### src/rtl/cotm32_pkg.sv
// Shared core-wide types and constants, including the writeback request format
// and the one-hot register decoder used for pending-write tracking.
package cotm32_pkg;

    localparam int XLEN          = 32;
    localparam int NUM_REGS      = 32;
    localparam int REG_AW        = $clog2(NUM_REGS);
    localparam int WB_FIFO_DEPTH = 2;

    typedef struct packed {
        logic [REG_AW-1:0] addr;
        logic [XLEN-1:0]   data;
    } wb_req_t;

    function automatic logic [NUM_REGS-1:0] dec(input logic [REG_AW-1:0] a);
        logic [NUM_REGS-1:0] r;
        r    = '0;
        r[a] = 1'b1;
        return r;
    endfunction

endpackage

### src/rtl/writeback_arbiter_fifo.sv
// Holding queue for secondary writeback results. Entries stay packed from slot 0
// (the head), so invalidated entries vanish the same cycle and never stall a pop.
module wb_fifo
    import cotm32_pkg::*;
#(
    parameter  int DEPTH = WB_FIFO_DEPTH,
    localparam int CW    = $clog2(DEPTH + 1)
) (
    input  logic                          i_clk,
    input  logic                          i_rst_n,
    input  logic                          i_push,
    input  wb_req_t                       i_push_req,
    input  logic                          i_pop,
    input  logic                          i_inv,
    input  logic [REG_AW-1:0]             i_inv_addr,
    output logic                          o_head_valid,
    output wb_req_t                       o_head,
    output logic                          o_full,
    output logic [CW-1:0]                 o_count,
    output logic [DEPTH-1:0]              o_nxt_valid,
    output logic [DEPTH-1:0][REG_AW-1:0]  o_nxt_addr
);

    wb_req_t [DEPTH-1:0] mem_q;
    wb_req_t [DEPTH-1:0] nxt_mem;
    logic    [DEPTH-1:0] vld_q;
    logic    [DEPTH-1:0] nxt_vld;
    logic                keep;
    int                  kept;

    // Survivors (not popped, not squashed) are re-packed in order, then the push lands behind them.
    always_comb begin
        nxt_mem = mem_q;
        nxt_vld = '0;
        keep    = 1'b0;
        kept    = 0;
        for (int i = 0; i < DEPTH; i++) begin
            keep = vld_q[i] && !(i_pop && i == 0) && !(i_inv && mem_q[i].addr == i_inv_addr);
            if (keep) begin
                for (int j = 0; j < DEPTH; j++) begin
                    if (kept == j) begin
                        nxt_mem[j] = mem_q[i];
                        nxt_vld[j] = 1'b1;
                    end
                end
                kept = kept + 1;
            end
        end
        if (i_push) begin
            for (int j = 0; j < DEPTH; j++) begin
                if (kept == j) begin
                    nxt_mem[j] = i_push_req;
                    nxt_vld[j] = 1'b1;
                end
            end
        end
    end

    always_ff @(posedge i_clk or negedge i_rst_n) begin
        if (!i_rst_n) begin
            mem_q <= '0;
            vld_q <= '0;
        end else begin
            mem_q <= nxt_mem;
            vld_q <= nxt_vld;
        end
    end

    always_comb begin
        o_count = '0;
        for (int i = 0; i < DEPTH; i++) begin
            o_count = o_count + CW'(vld_q[i]);
        end
    end

    always_comb begin
        for (int i = 0; i < DEPTH; i++) begin
            o_nxt_addr[i] = nxt_mem[i].addr;
        end
    end

    assign o_head_valid = vld_q[0];
    assign o_head       = mem_q[0];
    assign o_full       = vld_q[DEPTH-1];
    assign o_nxt_valid  = nxt_vld;

endmodule

### src/rtl/writeback_arbiter.sv
// Owns the register-file write port: merges the never-stalled primary path with the
// handshaked secondary path into one registered write, tracking in-flight targets.
module writeback_arbiter
    import cotm32_pkg::*;
#(
    parameter  int N_REGS     = NUM_REGS,
    parameter  int FIFO_DEPTH = WB_FIFO_DEPTH,
    localparam int AW         = $clog2(N_REGS),
    localparam int CW         = $clog2(FIFO_DEPTH + 1)
) (
    input  logic              i_clk,
    input  logic              i_rst_n,
    input  logic              i_p_we,
    input  logic [AW-1:0]     i_p_waddr,
    input  logic [XLEN-1:0]   i_p_wdata,
    input  logic              i_s_valid,
    output logic              o_s_ready,
    input  logic [AW-1:0]     i_s_waddr,
    input  logic [XLEN-1:0]   i_s_wdata,
    output logic              o_we,
    output logic [AW-1:0]     o_waddr,
    output logic [XLEN-1:0]   o_wdata,
    output logic [N_REGS-1:0] o_pending,
    output logic [CW-1:0]     o_fifo_count
);

    logic                             p_win;
    logic                             s_acc;
    logic                             s_live;
    logic                             fifo_pop;
    logic                             fifo_push;
    logic                             bypass;
    logic                             win;
    wb_req_t                          win_req;
    logic                             head_valid;
    wb_req_t                          head;
    logic                             fifo_full;
    logic [FIFO_DEPTH-1:0]            fifo_nxt_vld;
    logic [FIFO_DEPTH-1:0][REG_AW-1:0] fifo_nxt_addr;
    logic [N_REGS-1:0]                pend_nxt;

    // Secondary handshake: a result transfers on any edge where i_s_valid && o_s_ready.
    // o_s_ready depends only on stored FIFO occupancy, so a full FIFO refuses even
    // when it is popping in the same cycle.
    assign o_s_ready = !fifo_full;
    assign s_acc     = i_s_valid && o_s_ready;
    assign p_win     = i_p_we && (i_p_waddr != '0);

    // Secondary writes to x0, or to the register the younger primary overwrites now, are dropped.
    assign s_live    = s_acc && (i_s_waddr != '0) && !(p_win && i_s_waddr == i_p_waddr);
    assign fifo_pop  = !p_win && head_valid;
    assign bypass    = !p_win && !head_valid && s_live;
    assign fifo_push = s_live && !bypass;
    assign win       = p_win || head_valid || s_live;

    always_comb begin
        win_req = '{addr: i_s_waddr, data: i_s_wdata};
        if (p_win) begin
            win_req = '{addr: i_p_waddr, data: i_p_wdata};
        end else if (head_valid) begin
            win_req = head;
        end
    end

    wb_fifo #(.DEPTH(FIFO_DEPTH)) u_fifo (
        .i_clk        (i_clk),
        .i_rst_n      (i_rst_n),
        .i_push       (fifo_push),
        .i_push_req   ('{addr: i_s_waddr, data: i_s_wdata}),
        .i_pop        (fifo_pop),
        .i_inv        (p_win),
        .i_inv_addr   (i_p_waddr),
        .o_head_valid (head_valid),
        .o_head       (head),
        .o_full       (fifo_full),
        .o_count      (o_fifo_count),
        .o_nxt_valid  (fifo_nxt_vld),
        .o_nxt_addr   (fifo_nxt_addr)
    );

    // Pending is built from next-cycle contents so it lines up with the registered outputs.
    always_comb begin
        pend_nxt = '0;
        if (win) begin
            pend_nxt = dec(win_req.addr);
        end
        for (int i = 0; i < FIFO_DEPTH; i++) begin
            if (fifo_nxt_vld[i]) begin
                pend_nxt = pend_nxt | dec(fifo_nxt_addr[i]);
            end
        end
        pend_nxt[0] = 1'b0;
    end

    always_ff @(posedge i_clk or negedge i_rst_n) begin
        if (!i_rst_n) begin
            o_we      <= 1'b0;
            o_waddr   <= '0;
            o_wdata   <= '0;
            o_pending <= '0;
        end else begin
            o_we      <= win;
            o_pending <= pend_nxt;
            if (win) begin
                o_waddr <= win_req.addr;
                o_wdata <= win_req.data;
            end
        end
    end

endmodule

### config.mk
export PLATFORM = sky130hd
export DESIGN_NAME = writeback_arbiter
export DESIGN_NICKNAME = d
export VERILOG_FILES = /design/src/rtl/cotm32_pkg.sv /design/src/rtl/writeback_arbiter_fifo.sv /design/src/rtl/writeback_arbiter.sv
export SDC_FILE = /design/constraint.sdc
export NUM_CORES = 1
export LEC_CHECK = 0
export BUFFER_PORTS_ARGS = -buffer_cell sky130_fd_sc_hd__buf_4
export CAP_MARGIN = 10
export CORE_MARGIN = 8
export CORE_UTILIZATION = 50
export DETAILED_ROUTE_END_ITERATION = 8
export PLACE_DENSITY_LB_ADDON = 0.08
export SETUP_SLACK_MARGIN = 0.5
export SYNTH_ARGS = -nofsm -noshare
export SYNTH_HDL_FRONTEND = slang
export SYNTH_SLANG_ARGS = --single-unit
### constraint.sdc
create_clock -name i_clk -period 2.98 [get_ports i_clk]
set_input_delay 0.149 -clock i_clk [delete_from_list [all_inputs] [get_ports i_clk]]
set_output_delay 0.149 -clock i_clk [all_outputs]
set_load 0.01 [all_outputs]
==> results of run 1 <==
==> power breakdown <==
group / internal (mW) / total [mW] / switching (mW) / leakage (nW)
registers: 2.81 / 3.28 / 0.464 / 1.80
clock network: 1.46 / 2.28 / 0.817 / 0.305
logic: 2.33 / 5.08 / 2.75 / 2.71
total: 6.60 / 10.6 / 4.03 / 4.82
==> synth_stat cells (3+ instances only) <==
| library cell | n |
|---|---|
| ha_1 | 3 |
| buf_2 | 13 |
| nor3_1 | 15 |
| a31oi_1 | 3 |
| o21ai_2 | 5 |
| xnor2_1 | 9 |
| nand3_1 | 8 |
| o221ai_1 | 27 |
| nand2_1 | 123 |
| dfrtp_1 | 145 |
| o2111ai_1 | 4 |
| o211ai_1 | 4 |
| mux2i_1 | 74 |
| mux2_2 | 34 |
| inv_1 | 7 |
| a21oi_1 | 35 |
| xor2_1 | 6 |
| nor2_1 | 46 |
| o21ai_0 | 74 |
| nand2b_1 | 7 |
| o21ai_1 | 5 |
| a21o_1 | 3 |
| a31o_2 | 3 |
| clkbuf_1 | 31 |
==> registers in the layout (all words and copies together), names as in the netlist <==
register and count:
u_fifo.mem_q 37, u_fifo.o_head 37, o_wdata 32, o_pending 31, o_waddr 5, u_fifo.vld_q 2
o_we 1
==> how the worst min path moves through the flow <==
stage	startpoint	end	cells past startpoint
6_report	i_p_wdata[17]	o_wdata[17]	3
2_1_floorplan	i_rst_n	o_pending[10]	0
3_5_place_dp	i_rst_n	u_fifo.vld_q[0]	1
5_1_grt	i_p_wdata[13]	o_wdata[13]	3
4_1_cts	i_p_wdata[17]	o_wdata[17]	3
3_3_place_gp	i_rst_n	u_fifo.vld_q[1]	1
==> kinds of logic after synthesis <==
group	after synthesis	share of synthesized area (%)
AO/OA/AOI/OAI	181	16.9
XOR/XNOR	15	1.79
flip-flops	145	49.3
buffers and inverters	59	3.51
adder cells (fa/ha/maj)	3	0.511
AND/OR/NAND/NOR	213	12.4
other	1	0.0510
multiplexers	109	15.5
==> tightest hold or removal path, cell delays in order <==
cell and delay (ps):
buf_4 80, a21oi_1 40, o21ai_0 120
==> metrics by stage <==
step	utilization (%)	total power [mW]	TNS [ps]	hold slack [ps]	cells
finish	71.4	10.6	0	16.4	1130
global route	71.4	11.2	0	16.1	1130
CTS	69.9	10.4	0	2.39	1120
detailed placement	61.5	7.73	-234	255	1044
global placement	61.5	7.62	0	244	1044
floorplan	-	6.02	0	-147	726
==> layout make-up <==
cell class | count | share of cell area [%]
inverters | 10 | 0.460
clock inverters | 9 | 1.50
repair buffers | 239 | 19.3
clock buffers | 21 | 4.55
flip-flops and latches | 145 | 35.1
multi-input cells | 522 | 36.9
well taps | 184 | 2.23
==> per-layer routing <==
layer / track usage [%] / wire [um] / part of all wire, % / vias up
met5: 0 / 0 / 0 / -
met2: 41.8 / 11800 / 51 / 214
met3: 6.02 / 1140 / 4.9 / 51
met4: 10.9 / 654 / 2.8 / 0
met1: 28.1 / 9380 / 41 / 3175
li1: - / - / - / 2998
==> timing repair <==
action | in CTS | in global routing
gates resized for setup | 29 | 24
setup endpoints to repair | 83 | 97
hold buffers | 33 | 0
pin swaps | 24 | 5
cloned | 0 | 3
endpoints found under the hold margin | 145 | 0
buffers inserted | 13 | 7
==> results.json, run 1 <==
{
  "dieArea_mm2": 0.0188,
  "ys_warn_count": 0,
  "routed_wl_mm": 23.0,
  "syn_area_mm2": 0.00735,
  "crit_fanout": 8,
  "synth_fp_nets": 807,
  "mostFrequentLayoutCell": "buf_4",
  "dr.pass1.iters": 8,
  "cts_tree": "done",
  "via_per_inst": 5.70,
  "fin_worst_skew_ps": 11.9,
  "grt_antenna_before_repair": 0,
  "r2r_setup_slack_ps": 270,
  "drv_cap": 0,
  "final_cell_mix": "buf_4, dfrtp_1, nand2_1",
  "ir_drop_mv": 0.594,
  "die_x_um": 137,
  "drive_above_1_share_pct": 36.2,
  "setup_slack_ps": 274,
  "antenna_left": 0,
  "worst-path-stages": 9,
  "cp_slowest_cell": "or4_4",
  "reg2reg_from": "u_fifo.mem_q[71]",
  "powerDensity_mw_per_mm2": 1030,
  "synth_edf_count": 0,
  "status": "complete, no violations",
  "max_stage_delay_ps": 530,
  "clockBufferDepth": 2,
  "finalInstanceArea_mm2": 0.0103,
  "cp-start-kind": "flip-flop",
  "cts_made_buffers": 17,
  "synth_seq_area_share_pct": 49.3,
  "drc": 0,
  "cts.clk_slew.worst_paths_ps": 60,
  "crit_start": "u_fifo.mem_q[71]",
  "grt_usage_pct": 24.3,
  "synthCells": 726,
  "clock_latency_ps": 420,
  "endpoint": "o_pending[3]",
  "drtIter0Drc": 325,
  "fin_crit_sh_pct": 90.8,
  "place_area_mm2": 0.00890,
  "worst_pin_slew_ps": 814,
  "syn_area_per_cell_um2": 10.1,
  "yosysTopAreaCellShare_pct": 49.3,
  "dp.final_hpwl_mm": 15.2,
  "core_mm2": 0.0145,
  "leakage_nw": 4.82,
  "slew_headroom_pct": 45.8,
  "crit_type": "flip-flop to flip-flop",
  "ys_ff_latch": 145,
  "gr-total-overflow": 0,
  "drv_slew": 0,
  "floorplan.initialDensity_pct": 50.8,
  "via_count": 6438,
  "place.gp.congestion": 0.873,
  "worstHoldPathType": "input pin to flip-flop",
  "grt_pass1_wl_mm": 35.5,
  "fp.dieH_um": 137,
  "h-tree-depth": 4,
  "multi_input_area_mm2": 0.00381,
  "portBuffers": 149,
  "diodes": 0,
  "cts_root_buffer": "clkbuf_16",
  "rows": 44,
  "arrival_ps": 3030,
  "final_hold_viol_count": 0,
  "async_flop_share_pct": 100,
  "yosysUniqueCellTypes": 59,
  "critical_path_required_ps": 3310,
  "period_needed_ps": 2710,
  "pin_count": 151,
  "critPathBufInv": 1,
  "synthFlopType": "dfrtp_1",
  "syn2layout_area_growth_pct": 40.6,
  "rsz0062_at_grt": "true",
  "cp_cell_sequence": "xnor2_2 -> nand2_1 -> o41a_1 -> buf_6 -> ha_4 -> or4_4 -> a21boi_4 -> o21ai_4 -> o221ai_2",
  "setup_viol": 0,
  "cpLargestDelayFamily": "compound AO/OA/AOI/OAI gates",
  "yosys-top-cells-area": "dfrtp_1, mux2i_1, nand2_1",
  "final_net_count": 1016,
  "end_kind": "flip-flop",
  "reg2reg_depth": 9,
  "yosysTopAreaCell": "dfrtp_1",
  "final.fill_count": 1068,
  "pre_cts_slack_ps": -45.7,
  "clock-sinks": 145,
  "regArea_mm2": 0.00363,
  "routedWlPerCell_um": 20.4,
  "grt_pass1_vias": 6643,
  "fmax_ghz": 0.370,
  "r2r_end": "o_pending[3]",
  "grt_start_max_net_pins": 85
}
No activity file was read; power rests on OpenSTA's default activity.
==> run 2, diff against run 1 <==
--- a/config.mk
+++ b/config.mk
@@ -11,6 +11,7 @@
 export CORE_UTILIZATION = 50
 export DETAILED_ROUTE_END_ITERATION = 8
 export PLACE_DENSITY_LB_ADDON = 0.08
+export RECOVER_POWER = 50
 export SETUP_SLACK_MARGIN = 0.5
 export SYNTH_ARGS = -nofsm -noshare
 export SYNTH_HDL_FRONTEND = slang
==> run 2 against run 1 <==
The flow now finishes with violations (max-capacitance violations, max-slew violations). First-iteration DRC count grew 4.6%. Register-to-register slack hardly changed. Non-clock buffer count stayed put. Core utilization shrank 1.9 points. Critical path depth is the same. Via count increased by 0.12%. Hold slack worse by 1.2 ps. Largest power group unchanged.
==> results.json, run 2 (synthesis gave the netlist of run 1 again) <==
{
  "rows": 44,
  "cp-start-kind": "flip-flop",
  "drtIter0Drc": 340,
  "total_power_mw": 10.4,
  "antenna_left": 0,
  "violations": "max-capacitance violations, max-slew violations",
  "instances_no_fill": 1130,
  "rsz0062_at_grt": "true",
  "end_kind": "flip-flop",
  "slew_headroom_pct": -43.8,
  "core_mm2": 0.0145,
  "die_x_um": 137,
  "grt_pass1_vias": 6643,
  "leakage_nw": 4.54,
  "drc": 0,
  "gr-total-overflow": 0,
  "place_area_mm2": 0.00890,
  "final_net_count": 1016,
  "period_needed_ps": 2710,
  "fin_worst_skew_ps": 9.53,
  "portBuffers": 149,
  "final_cell_mix": "dfrtp_1, nand2_1, buf_4",
  "final.fill_count": 1149,
  "clock_latency_ps": 410,
  "routed_wl_mm": 23.0,
  "fmax_ghz": 0.369,
  "grt_pass1_wl_mm": 35.5,
  "grt_start_max_net_pins": 85,
  "fin_setup_tns_ps": 0,
  "pin_count": 151,
  "crit_fanout": 8,
  "critical_path_required_ps": 3310,
  "routedWlPerCell_um": 20.3,
  "mostFrequentLayoutCell": "dfrtp_1",
  "diodes": 0,
  "fin_crit_sh_pct": 90.9,
  "setup_viol": 0,
  "via_per_inst": 5.70,
  "dr.pass1.iters": 5,
  "worstHoldPathType": "input pin to flip-flop",
  "final_hold_viol_count": 0,
  "dp.final_hpwl_mm": 15.2,
  "floorplan.initialDensity_pct": 50.8,
  "dieArea_mm2": 0.0188,
  "fp.dieH_um": 137,
  "drv_cap": 1,
  "via_count": 6446,
  "drive_above_1_share_pct": 28.8,
  "drv_slew": 85,
  "crit_type": "flip-flop to flip-flop",
  "arrival_ps": 3040,
  "syn2layout_area_growth_pct": 36.9,
  "h-tree-depth": 4,
  "grt_antenna_before_repair": 0,
  "cts_made_buffers": 17,
  "place.gp.congestion": 0.873,
  "clock-sinks": 145,
  "place_inst": 1044,
  "worst_pin_slew_ps": 2160,
  "cts_root_buffer": "clkbuf_16",
  "grt_usage_pct": 24.3,
  "clockBufferDepth": 2,
  "ir_drop_mv": 0.594,
  "cts_tree": "done",
  "powerDensity_mw_per_mm2": 1030,
  "finalInstanceArea_mm2": 0.0101,
  "status": "finished with violations",
  "cts.clk_slew.worst_paths_ps": 60
}
-- run 2: final timing paths --
path | to | start | slack (ps) | cells after the start
hold / removal | o_wdata[17] | i_p_wdata[17] | 20 | 3
setup / recovery | o_pending[3] | u_fifo.mem_q[71] | 270 | 9
min in group asynchronous | u_fifo.vld_q[0] | i_rst_n | 860 | 2
max in group asynchronous | u_fifo.o_head[9] | i_rst_n | 590 | 3
hold reg to reg | o_wdata[17] | o_wdata[17] | 480 | 2
setup reg to reg | o_pending[3] | u_fifo.mem_q[71] | 270 | 9
-- run 2: power breakdown --
| group | internal [mW] | switching (mW) |
|---|---|---|
| logic | 2.06 | 2.75 |
| clock network | 1.46 | 0.814 |
| registers | 2.81 | 0.457 |
| total | 6.34 | 4.02 |
-- run 2: per-stage QoR --
step,util [%],setup WS [ps],hold WS (ps)
finish,69.5,272,15.2
global route,69.5,128,16.1
CTS,69.9,315,2.39
detailed placement,61.5,-45.7,255
global placement,61.5,8.98,244
floorplan,-,413,-147
-- run 2: layout make-up --
| class | count | area (um2) | share of cell area, % |
|---|---|---|---|
| multi-input cells | 522 | 3810 | 37.9 |
| well taps | 184 | 230 | 2.29 |
| inverters | 10 | 47.5 | 0.472 |
| clock buffers | 21 | 470 | 4.67 |
| repair buffers | 239 | 1720 | 17.1 |
| clock inverters | 9 | 155 | 1.54 |
| flip-flops and latches | 145 | 3630 | 36.1 |
-- run 2: timing repair --
action                                  CTS  global route
hold buffers                             33             0
endpoints found under the setup margin   83            97
pin swaps                                24             5
buffers inserted                         13             7
endpoints found under the hold margin   145             0
gates resized for setup                  29            24
gates cloned                              0             3
-- run 2: critical path, cell delays in order (launching register included) --
cell and delay (ps):
dfrtp_1 440, xnor2_2 170, nand2_1 100, o41a_1 350, buf_6 160, ha_4 230, or4_4 530, a21boi_4 270
o21ai_4 170, o221ai_2 190
-- run 2: metal layers --
metal	vias up	wire length [um]	global-route usage [%]
met5	-	0	0
met4	0	645	10.9
met3	47	1120	6.02
met2	196	11800	41.8
met1	3206	9340	28.1
li1	2997	-	-
